**src/rtl/systolic_phase_seq.sv**
```systemverilog
// systolic_phase_seq: three-phase sequencer (weight load, activation stream,
// accumulator drain) for the systolic array. Each phase boundary is found by
// comparing the external enable counter's value against the phase length.
module systolic_phase_seq #(
  parameter int W_LEN = 128,
  parameter int S_LEN = 128,
  parameter int D_LEN = 255,
  parameter int CNT_W = 8
) (
  input  logic             clk,
  input  logic             rst,
  input  logic             start,
  input  logic             abort,
  input  logic [CNT_W-1:0] count,
  output logic             cnt_en,
  output logic             w_load,
  output logic             x_valid,
  output logic             drain,
  output logic             busy,
  output logic             done,
  output logic [1:0]       phase
);

  typedef enum logic [2:0] {
    S_IDLE   = 3'd0,
    S_LOAD_W = 3'd1,
    S_STREAM = 3'd2,
    S_DRAIN  = 3'd3,
    S_DONE   = 3'd4
  } state_t;

  // Terminal count of each phase; a length of 256 gives 255 so count never wraps.
  localparam logic [CNT_W-1:0] W_LAST = CNT_W'(W_LEN - 1);
  localparam logic [CNT_W-1:0] S_LAST = CNT_W'(S_LEN - 1);
  localparam logic [CNT_W-1:0] D_LAST = CNT_W'(D_LEN - 1);

  state_t           state_q, state_d;
  logic [CNT_W-1:0] last;
  logic             in_phase;
  logic             at_last;

  // State register; asynchronous reset drops straight back to IDLE.
  always_ff @(posedge clk or posedge rst) begin
    if (rst) state_q <= S_IDLE;
    else     state_q <= state_d;
  end

  // Select the terminal count for the active phase.
  always_comb begin
    last     = '0;
    in_phase = 1'b0;
    case (state_q)
      S_LOAD_W: begin last = W_LAST; in_phase = 1'b1; end
      S_STREAM: begin last = S_LAST; in_phase = 1'b1; end
      S_DRAIN:  begin last = D_LAST; in_phase = 1'b1; end
      default:  begin last = '0;     in_phase = 1'b0; end
    endcase
    at_last = (count == last);
  end

  // Next-state logic; abort outranks both start and a phase-end advance.
  always_comb begin
    state_d = state_q;
    if (abort) begin
      state_d = S_IDLE;
    end else begin
      case (state_q)
        S_IDLE:   if (start)   state_d = S_LOAD_W;
        S_LOAD_W: if (at_last) state_d = S_STREAM;
        S_STREAM: if (at_last) state_d = S_DRAIN;
        S_DRAIN:  if (at_last) state_d = S_DONE;
        S_DONE:                state_d = S_IDLE;
        default:               state_d = S_IDLE;
      endcase
    end
  end

  // Outputs: strobes decode the state only; cnt_en also looks at count so the
  // counter clears in the last cycle of a phase and the next phase starts at 0.
  always_comb begin
    cnt_en  = in_phase && !abort && !at_last;
    w_load  = (state_q == S_LOAD_W);
    x_valid = (state_q == S_STREAM);
    drain   = (state_q == S_DRAIN);
    done    = (state_q == S_DONE);
    busy    = (state_q != S_IDLE);
    case (state_q)
      S_LOAD_W: phase = 2'd1;
      S_STREAM: phase = 2'd2;
      S_DRAIN:  phase = 2'd3;
      default:  phase = 2'd0;
    endcase
  end

endmodule

```
**config.mk**
```make
export PLATFORM = sky130hd
export DESIGN_NAME = systolic_phase_seq
export DESIGN_NICKNAME = d
export VERILOG_FILES = /design/src/rtl/systolic_phase_seq.sv
export SDC_FILE = /design/constraint.sdc
export NUM_CORES = 1
export LEC_CHECK = 0
export BUFFER_PORTS_ARGS = -buffer_cell sky130_fd_sc_hd__buf_4
export CAP_MARGIN = 20
export CELL_PAD_IN_SITES_DETAIL_PLACEMENT = 0
export CELL_PAD_IN_SITES_GLOBAL_PLACEMENT = 2
export CORE_AREA = 3 3 44 46
export DETAILED_ROUTE_END_ITERATION = 10
export DIE_AREA = 0 0 47 49
export PLACE_DENSITY_LB_ADDON = 0.1
export REMOVE_ABC_BUFFERS = 1
export SYNTH_ARGS = -nofsm -noshare
export SYNTH_HDL_FRONTEND = slang
export SYNTH_SLANG_ARGS = --single-unit
export TNS_END_PERCENT = 20
```
**constraint.sdc**
```tcl
create_clock -name clk -period 1.97 [get_ports clk]
set_clock_uncertainty 0.1 [all_clocks]
set_input_delay 0.197 -clock clk [delete_from_list [all_inputs] [get_ports clk]]
set_output_delay 0.197 -clock clk [all_outputs]
set_load 0.1 [all_outputs]
```
## Word level (Yosys, flattened, before mapping)

Cells that the tools add are included.

- Register bits: 3
- Output and inout bits: 8
- Word-level logic and storage cells: 28
- Input bits: 12

- Reductions and logical operators: 9
- Equality and inequality tests: 9
- Muxes and demuxes: 9

Operator list:

| operator | count |
|---|---|
| $pmux 8 s2 | 1 |
| $mux 3 | 5 |
| $pmux 3 s4 | 1 |
| $ne 3x2->1 const B | 3 |
| $eq 8x8->1 | 1 |
| $eq 3x2->1 const B | 2 |
| $pmux 2 s3 | 1 |
| $reduce_and 4->1 | 1 |
| $eq 3x1->1 const B | 1 |
| $eq 3x3->1 const B | 1 |
| $logic_not 3->1 | 1 |
| $ne 3x3->1 const B | 1 |
| $reduce_bool 3->1 | 1 |
| $reduce_or 3->1 | 1 |
| $logic_and 1x1->1 | 2 |
| $logic_not 1->1 | 2 |
| $reduce_or 2->1 | 1 |
| $mux 1 | 1 |

## Depth between registers and ports, before layout

Gate-level depths: netlist of run 1.

- Depth after elaboration: 7
- Gate-level depth with buffers: 6
- Depth with buffers taken out: 5

## Worst setup path after synthesis of run 1

OpenSTA, ideal clock, no wires.

- Kind: flip-flop to output port
- Start point: reg state_q[1]
- End point: out cnt_en
- Slack: -2.220 ns
- Path buffers: 1
- Arrival: 3.893 ns
- Data required time: 1.673 ns
- Stages on the path, launching flop included: 6
- Cell sequence: dfrtp_1 > buf_4 > and2b_4 > o21ai_1 > a21oi_2 > nor4_1

- Longest elaborated chain between the ends: 6
- Elaborated cells between the ends (all ways): 11
- Those cells by class: eq/ne: 4; mux: 2; reduce/logical: 5

Ends and longest elaborated chain:

| what | line | source |
|---|---|---|
| from (decl) | 37 | `state_t state_q, state_d;` |
| from (signal assigned) | 45 | `else state_q <= state_d;` |
| $eq 3x1->1 / $eq 3x2->1 (equally long branches) | 52 | `case (state_q)` |
| $reduce_or 2->1 (no line) | n/a |  |
| $pmux 8 s2 | 52 |  |
| $eq 8x8->1 | 58 | `at_last = (count == last);` |
| $logic_not 1->1 | 81 | `cnt_en = in_phase && !abort && !at_last;` |
| $logic_and 1x1->1 * | 81 |  |
| to (decl) | 15 | `output logic cnt_en,` |

Every way passes the cells marked *; elsewhere a longest branch is shown, timed or not.

## Worst setup path in the final report of run 1

- Start point: reg state_q[0]
- End point: reg state_q[0]

- Longest elaborated chain between the ends: 6
- Elaborated cells between the ends (all ways): 14
- Those cells by class: eq/ne: 8; mux: 3; reduce/logical: 3

Ends and longest elaborated chain:

| what | line |
|---|---|
| $eq 3x1->1 / $eq 3x2->1 (equally long branches) | 52, 67 |
| $reduce_or 2->1 (no line) | n/a |
| $pmux 8 s2 | 52 |
| $eq 8x8->1 | 58 |
| $ne 3x2->1 (no line) | n/a |
| $reduce_and 4->1 (no line) | n/a |

Parallel ways exist; a longest one is shown, timed or not.
A chain may end at the register's enable or synchronous reset.

==> results_tabular.tex, run 1 <==
\begin{tabular}{lr}
\hline
Metric & Value \\
\hline
\multicolumn{2}{l}{\textbf{Synth}} \\
Post-synthesis cell type with the largest combined area & sky130\_fd\_sc\_hd\_\_dfrtp\_1 \\
Synth cell count leaders & sky130\_fd\_sc\_hd\_\_and2\_1 (3), sky130\_fd\_sc\_hd\_\_dfrtp\_1 (3), sky130\_fd\_sc\_hd\_\_nor2\_1 (3), sky130\_fd\_sc\_hd\_\_nor3\_1 (2) \\
Sequential share of the synthesized area & between 20\% and 30\% \\
Total of warnings raised by yosys & 0 \\
Number of cells produced by synthesis & 34 \\
Post-synth EDFFs & 0 \\
Async set-or-reset flop fraction in the synthesized netlist & 100\% \\
Average size of a mapped cell & $\sim$9.1 um2 \\
Top flip-flop cell by instance count after synthesis & sky130\_fd\_sc\_hd\_\_dfrtp\_1 \\
Top cells by area, synth & sky130\_fd\_sc\_hd\_\_dfrtp\_1 (24\%), sky130\_fd\_sc\_hd\_\_nor4b\_4 (7.7\%), sky130\_fd\_sc\_hd\_\_and2\_1 (6.1\%) \\
Synthesized flop and latch total & 3 \\
Post-synth top area share & 24.4\% \\
Synth unique cells & 27 \\
Area of the mapped netlist & about 310 um2 \\
\multicolumn{2}{l}{\textbf{Routing}} \\
Remaining antenna violation count after routing & 0 \\
Total via count in the routed design & 345 \\
Number of remaining DRC errors & 0 \\
First-pass iteration count of the detailed router & 2 \\
Post-DR vias/cell & roughly 4.4 \\
Wire length per cell after detailed routing & roughly 12 um \\
WL final & between 900 and 1000 um \\
First DRT Iteration DRCs & 2 \\
\multicolumn{2}{l}{\textbf{Cells and area}} \\
Register with the most flip-flops & state\_q \\
Net total in the final layout & between 70 and 80 \\
Fillers & $\sim$180 \\
Area overhead of the layout relative to synthesis & 86.6\% \\
Layout cells sized above 1 & 63.5\% \\
Max FFs per register & 3 \\
Filler-free cell count of the finished design & about 80 \\
Number of diodes added for antenna fixing & 0 \\
Largest registers & state\_q (3) \\
Post-route cell area & 574 um2 \\
\multicolumn{2}{l}{\textbf{Clock tree}} \\
Clock insertion delay at the later pin of the skew report & between 200 and 250 ps \\
CTS tree & yes \\
Number of clock buffers inserted by TritonCTS & 3 \\
Clock sink count & 3 \\
Clock root buffer & sky130\_fd\_sc\_hd\_\_clkbuf\_4 \\
Number of levels the H-tree was split into & 1 \\
Clock transition at path regs & around 30 ps \\
Clock Tree Buf Depth & 2 \\
\multicolumn{2}{l}{\textbf{GRT}} \\
Vias in the first global route & just under 400 \\
Maximum number of pins on one net before global-route repair & 9 \\
Number of antenna violations at the first check in global routing & 0 \\
Global-route wire length before repair & roughly 1600 um \\
Global Route Usage Sum & 9.80\% \\
Total overflow reported by the global router & 0 \\
\multicolumn{2}{l}{\textbf{STA}} \\
Rel. slew slack & about three quarters \\
Final period demand of the worst path & roughly 1900 ps \\
Final count of pins violating max slew & 0 \\
FMAX & approximately 0.53 GHz \\
Worst hold slack after final layout & approximately 64 ps \\
Total negative setup slack & 0 ps \\
Unrepaired setup endpoints after global routing & yes \\
Share of the clock period used by the worst path after layout & 95.1\% \\
Final Hold Vio Count & 0 \\
Count of endpoints failing setup in the final report & 0 \\
Measured slew at the worst slew-check pin & approximately 370 ps \\
\multicolumn{2}{l}{\textbf{Floorplanning}} \\
I/O pin total & 20 \\
Initial Utilization & 20.0\% \\
Die X & 47 um \\
Number of standard-cell rows in the floorplan & 14 \\
Die area & $\sim$2300 um2 \\
Vertical die dimension & 49 um \\
Core Region & between 1500 and 2000 um2 \\
\multicolumn{2}{l}{\textbf{Critical path}} \\
Maximum net fanout on the critical path & 4 \\
Critical Path Max Stage Delay & between 400 and 500 ps \\
Required time of the critical path & roughly 2000 ps \\
Worst R2R End & state\_q[0] \\
Crit path max-delay cell type & sky130\_fd\_sc\_hd\_\_dfrtp\_2 \\
Most used cell along the critical path & sky130\_fd\_sc\_hd\_\_buf\_4 \\
Crit Path Class & reg2reg \\
Endpoint class of the critical path & flip-flop \\
Sequence of cells on the critical path & buf\_4 -> nor3b\_2 -> o21ai\_2 -> a21oi\_2 -> buf\_4 -> a211oi\_1 -> a2111oi\_1 \\
Arrival time at the worst endpoint & 1860 ps \\
Kind of launch point of the worst setup path & flip-flop \\
Number of cells on the worst reg-to-reg path & 7 \\
Setup slack, reg-to-reg & a little under 100 ps \\
Start of the worst register-to-register path & state\_q[0] \\
\multicolumn{2}{l}{\textbf{Power}} \\
Maximum vdd ir drop & around 0.27 mV \\
Pwr per Cell Area & between 400 and 500 nW/um2 \\
Leak Pwr & about 0.28 nW \\
\multicolumn{2}{l}{\textbf{Placement}} \\
Count of buffers inserted at the top-level ports & 19 \\
Number of cells in the design after placement & 68 \\
Final GP Congestion & between 0.6 and 0.7 \\
Placement-stage cell area & about 460 um2 \\
\multicolumn{2}{l}{\textbf{Worst hold path}} \\
Hold Crit Class & in2reg \\
Instance count along the most critical hold path & 2 \\
Hold Path Sink & state\_q[1] \\
Hold path startpoint & abort \\
\multicolumn{2}{l}{\textbf{Job}} \\
Count of max-cap constraint violations & 0 \\
\multicolumn{2}{l}{\textbf{Outcome}} \\
Status & completed \\
\hline
\end{tabular}
==> critical path: cells and delay by family (launching register included) <==
family | cells | cell delay (ps)
flip-flops | 1 | 420
buffers and inverters | 2 | 290
AO/OA/AOI/OAI | 4 | 710
AND/OR/NAND/NOR | 1 | 210
==> metrics by stage <==
stage | utilization, % | power [W] | setup slack [ps]
global route | 37.3 | 0.000299 | -36.9
detailed placement | 30.0 | 0.000156 | 200
global placement | 30.0 | 0.000155 | 226
floorplan | - | 0.000125 | -2220
CTS | 36.3 | 0.000276 | -20.0
finish | 37.3 | 0.000273 | 97.5
==> layout by cell type, fill, tap and decap left out, drive strengths merged <==
cell and n:
dlygate4sd3 1, nor4b 2, or3 1, a21oi 1
nand3 1, nor2 3, and3b 1, nor4 1
a22oi 1, o21bai 1, dfrtp 3, and4 1
a2111oi 1, and2b 2, and2 3, xor2 1
clkbuf 4, nor3b 1, o21ai 1, inv 2
nor3 2, a211o 1, buf 27, a211oi 1
==> worst max-delay path by stage <==
stage,from,endpoint,slack (ps),depth (start not counted)
after CTS,state_q[2],cnt_en,-20,5
final,state_q[0],state_q[0],100,7
after global routing,state_q[2],state_q[0],-40,7
after floorplan,state_q[2],cnt_en,-2220,4
after global placement,state_q[0],cnt_en,230,5
after detailed placement,state_q[0],cnt_en,200,5
==> layout make-up <==
| type | instances | area, um2 | area share [%] |
|---|---|---|---|
| flip-flops and latches | 3 | 76.3 | 13.3 |
| well taps | 16 | 20.0 | 3.49 |
| inverters | 2 | 7.51 | 1.31 |
| multi-input cells | 26 | 228 | 39.7 |
| repair buffers | 28 | 216 | 37.7 |
| clock buffers | 4 | 26.3 | 4.58 |
==> what timing repair did <==
action / 4_1_cts / 5_1_grt
buffers inserted: 6 / 0
endpoints found under the hold margin: 3 / 0
endpoints found under the setup margin: 1 / 3
hold buffers: 1 / 0
cloned: 0 / 0
gates resized for setup: 3 / 3
pin swaps: 5 / 2
==> where the power goes <==
part | internal [W] | switching (W) | total [W]
sequential | 0.0000637 | 0.00000217 | 0.0000659
combinational | 0.0000393 | 0.0000629 | 0.000102
clock | 0.0000757 | 0.0000290 | 0.000105
==> cell families (layout without fill, tap and decap cells) <==
logic type                after synthesis  in the layout  synth area share [%]
buffers and inverters                   5             34                  10.2
and+or+nand+nor                        18             18                  43.1
AOI/OAI and AO/OA                       7              7                  19.5
DFF                                     3              3                  24.4
xor gates and xnor gates                1              1                  2.85
==> layer usage <==
metal	routed length, um	track usage (%)
met4	0	5.53
met2	540	15.2
met1	338	11.2
met5	0	0
met3	59	3.32
(Power assumes the default switching activity.)
==> inputs of run 2 (changes only) <==
--- a/config.mk
+++ b/config.mk
@@ -9,9 +9,10 @@
 export CAP_MARGIN = 20
 export CELL_PAD_IN_SITES_DETAIL_PLACEMENT = 0
 export CELL_PAD_IN_SITES_GLOBAL_PLACEMENT = 2
-export CORE_AREA = 3 3 44 46
+export CORE_AREA = 2 2 43 45
+export CTS_BUF_LIST = sky130_fd_sc_hd__clkbuf_16
 export DETAILED_ROUTE_END_ITERATION = 10
-export DIE_AREA = 0 0 47 49
+export DIE_AREA = 0 0 45 47
 export PLACE_DENSITY_LB_ADDON = 0.1
 export REMOVE_ABC_BUFFERS = 1
 export SYNTH_ARGS = -nofsm -noshare
==> run 2 against run 1 <==
Effect of this change:
- fmax shrank 2.0%
- sequential share of layout area fell by 0.10 points
- sequential power hardly changed
- die area is 8.2% lower
- hold slack better by 5.0 ps
- via count down 3.2%
- flip-flop and latch count is the same
- power up 73%
==> results_tabular.tex, run 2 (synthesis results as in run 1) <==
\begin{tabular}{lr}
\hline
Metric & Value \\
\hline
\multicolumn{2}{l}{\textbf{Outcome}} \\
Status & completed \\
\multicolumn{2}{l}{\textbf{Floorplanning}} \\
Core Region & around 1700 um2 \\
Die X & 45 um \\
I/O pin total & 20 \\
Die area & 2120 um2 \\
Initial Utilization & 18.6\% \\
Vertical die dimension & 47 um \\
Number of standard-cell rows in the floorplan & 15 \\
\multicolumn{2}{l}{\textbf{STA}} \\
Total negative setup slack & 0 ps \\
Final setup slack of the worst path & between 50 and 60 ps \\
Share of the clock period used by the worst path after layout & 97.0\% \\
FMAX & between 0.5 and 0.6 GHz \\
Measured slew at the worst slew-check pin & around 310 ps \\
Worst hold slack after final layout & a little under 70 ps \\
Final Hold Vio Count & 0 \\
Rel. slew slack & 79.5\% \\
Final count of pins violating max slew & 0 \\
Final period demand of the worst path & 1910 ps \\
Count of endpoints failing setup in the final report & 0 \\
\multicolumn{2}{l}{\textbf{Routing}} \\
WL final & between 800 and 900 um \\
Number of remaining DRC errors & 0 \\
Wire length per cell after detailed routing & around 11 um \\
First DRT Iteration DRCs & 3 \\
Post-DR vias/cell & roughly 4.5 \\
First-pass iteration count of the detailed router & 3 \\
Total via count in the routed design & approximately 330 \\
Remaining antenna violation count after routing & 0 \\
\multicolumn{2}{l}{\textbf{Worst hold path}} \\
Hold Path Sink & state\_q[1] \\
Instance count along the most critical hold path & 2 \\
Hold path startpoint & abort \\
Hold Crit Class & in2reg \\
\multicolumn{2}{l}{\textbf{Clock tree}} \\
Clock root buffer & sky130\_fd\_sc\_hd\_\_clkbuf\_16 \\
Number of levels the H-tree was split into & 1 \\
Clock transition at path regs & roughly 30 ps \\
Clock sink count & 3 \\
Clock Tree Buf Depth & 2 \\
CTS tree & yes \\
Clock insertion delay at the later pin of the skew report & roughly 220 ps \\
Post-CTS Setup Bufs & 0 \\
Number of clock buffers inserted by TritonCTS & 3 \\
\multicolumn{2}{l}{\textbf{Cells and area}} \\
Net total in the final layout & 71 \\
Commonest non-fill, non-tap cells in the layout & sky130\_fd\_sc\_hd\_\_buf\_4 (21), sky130\_fd\_sc\_hd\_\_nor2\_1 (3), sky130\_fd\_sc\_hd\_\_and2\_1 (3), sky130\_fd\_sc\_hd\_\_clkbuf\_16 (3), sky130\_fd\_sc\_hd\_\_dfrtp\_1 (3) \\
Largest registers & state\_q (3) \\
Area overhead of the layout relative to synthesis & 85.0\% \\
Max FFs per register & 3 \\
Register with the most flip-flops & state\_q \\
Most common cell after layout, fill and taps aside & sky130\_fd\_sc\_hd\_\_buf\_4 \\
Layout cells sized above 1 & 53.4\% \\
Share of the core filled with cells in the final layout & 34.5\% \\
Number of diodes added for antenna fixing & 0 \\
\multicolumn{2}{l}{\textbf{Critical path}} \\
Arrival time at the worst endpoint & between 1500 and 2000 ps \\
Setup slack, reg-to-reg & about 260 ps \\
Endpoint class of the critical path & output port \\
Start of the worst register-to-register path & state\_q[1] \\
Number of cells on the worst reg-to-reg path & 5 \\
Kind of launch point of the worst setup path & flip-flop \\
CP Launch Point & state\_q[2] \\
Crit Path Class & reg2out \\
Maximum net fanout on the critical path & 4 \\
Worst R2R End & state\_q[0] \\
Required time of the critical path & between 1500 and 2000 ps \\
\multicolumn{2}{l}{\textbf{GRT}} \\
Number of antenna violations at the first check in global routing & 0 \\
Global Route Usage Sum & 8.71\% \\
Total overflow reported by the global router & 0 \\
Global-route wire length before repair & 1320 um \\
Vias in the first global route & 305 \\
Maximum number of pins on one net before global-route repair & 9 \\
\multicolumn{2}{l}{\textbf{Power}} \\
Pwr per Cell Area & about 830 nW/um2 \\
Maximum vdd ir drop & roughly 0.48 mV \\
Leak Pwr & roughly 0.27 nW \\
\multicolumn{2}{l}{\textbf{Placement}} \\
Final GP Congestion & roughly 0.69 \\
Count of buffers inserted at the top-level ports & 19 \\
DP Wirelength & between 600 and 700 um \\
Pre-CTS setup slack & between 200 and 250 ps \\
\multicolumn{2}{l}{\textbf{Job}} \\
Count of max-cap constraint violations & 0 \\
\hline
\end{tabular}
-- run 2: cell count changes in the layout (fill, tap and decap cells not counted), sizes merged --
| cell | before | now |
|---|---|---|
| buf | 27 | 22 |
| clkbuf | 4 | 3 |
| inv | 2 | 3 |
-- run 2: per-stage QoR --
step,total power (W),std cells,area (um2)
after floorplan,0.000125,31,284
after global placement,0.000157,70,470
after detailed placement,0.000158,70,470
after CTS,0.000475,75,559
after global routing,0.000486,75,569
final,0.000472,75,569
-- run 2: final cells by class --
class	count	area [um2]
fillers	188	1080
multi-input cells	26	208
repair buffers	23	179
flip-flops and latches	3	75.1
clock buffers	3	75.1
well taps	17	21.3
inverters	2	7.51
clock inverters	1	3.75
-- run 2: critical path, cell delays in order, from the launching register on --
cell and delay [ps]:
sky130_fd_sc_hd__dfrtp_1 420, sky130_fd_sc_hd__o21bai_1 180, sky130_fd_sc_hd__a22oi_2 230, sky130_fd_sc_hd__a21oi_2 110
sky130_fd_sc_hd__nor4_2 190, sky130_fd_sc_hd__buf_6 270
-- run 2: worst max path at each step --
stage / to / depth (start not counted)
floorplan: cnt_en / 4
global placement: cnt_en / 5
detailed placement: cnt_en / 5
CTS: cnt_en / 5
global route: cnt_en / 5
finish: cnt_en / 5
-- run 2: layer usage --
layer / track usage (%) / wire length (um) / share of wire [%]
met1: 10.4 / 340 / 42
met4: 1.76 / 0 / 0
met5: 0 / 0 / 0
met3: 3.85 / 74 / 9.1
met2: 14.6 / 396 / 49
-- run 2: repair_timing --
item,in CTS,in global routing
hold endpoints to repair,3,0
pin swaps,0,0
hold buffers,1,0
resized for setup,0,2
gates cloned,0,0
setup endpoints to repair,1,1
-- run 2: power by group --
group	switching (W)	leakage, nW	internal, W	total, W
sequential	0.00000209	0.0405	0.0000635	0.0000656
clock	0.0000508	0.0423	0.000261	0.000312
combinational	0.0000600	0.190	0.0000343	0.0000943
total	0.000113	0.273	0.000359	0.000472
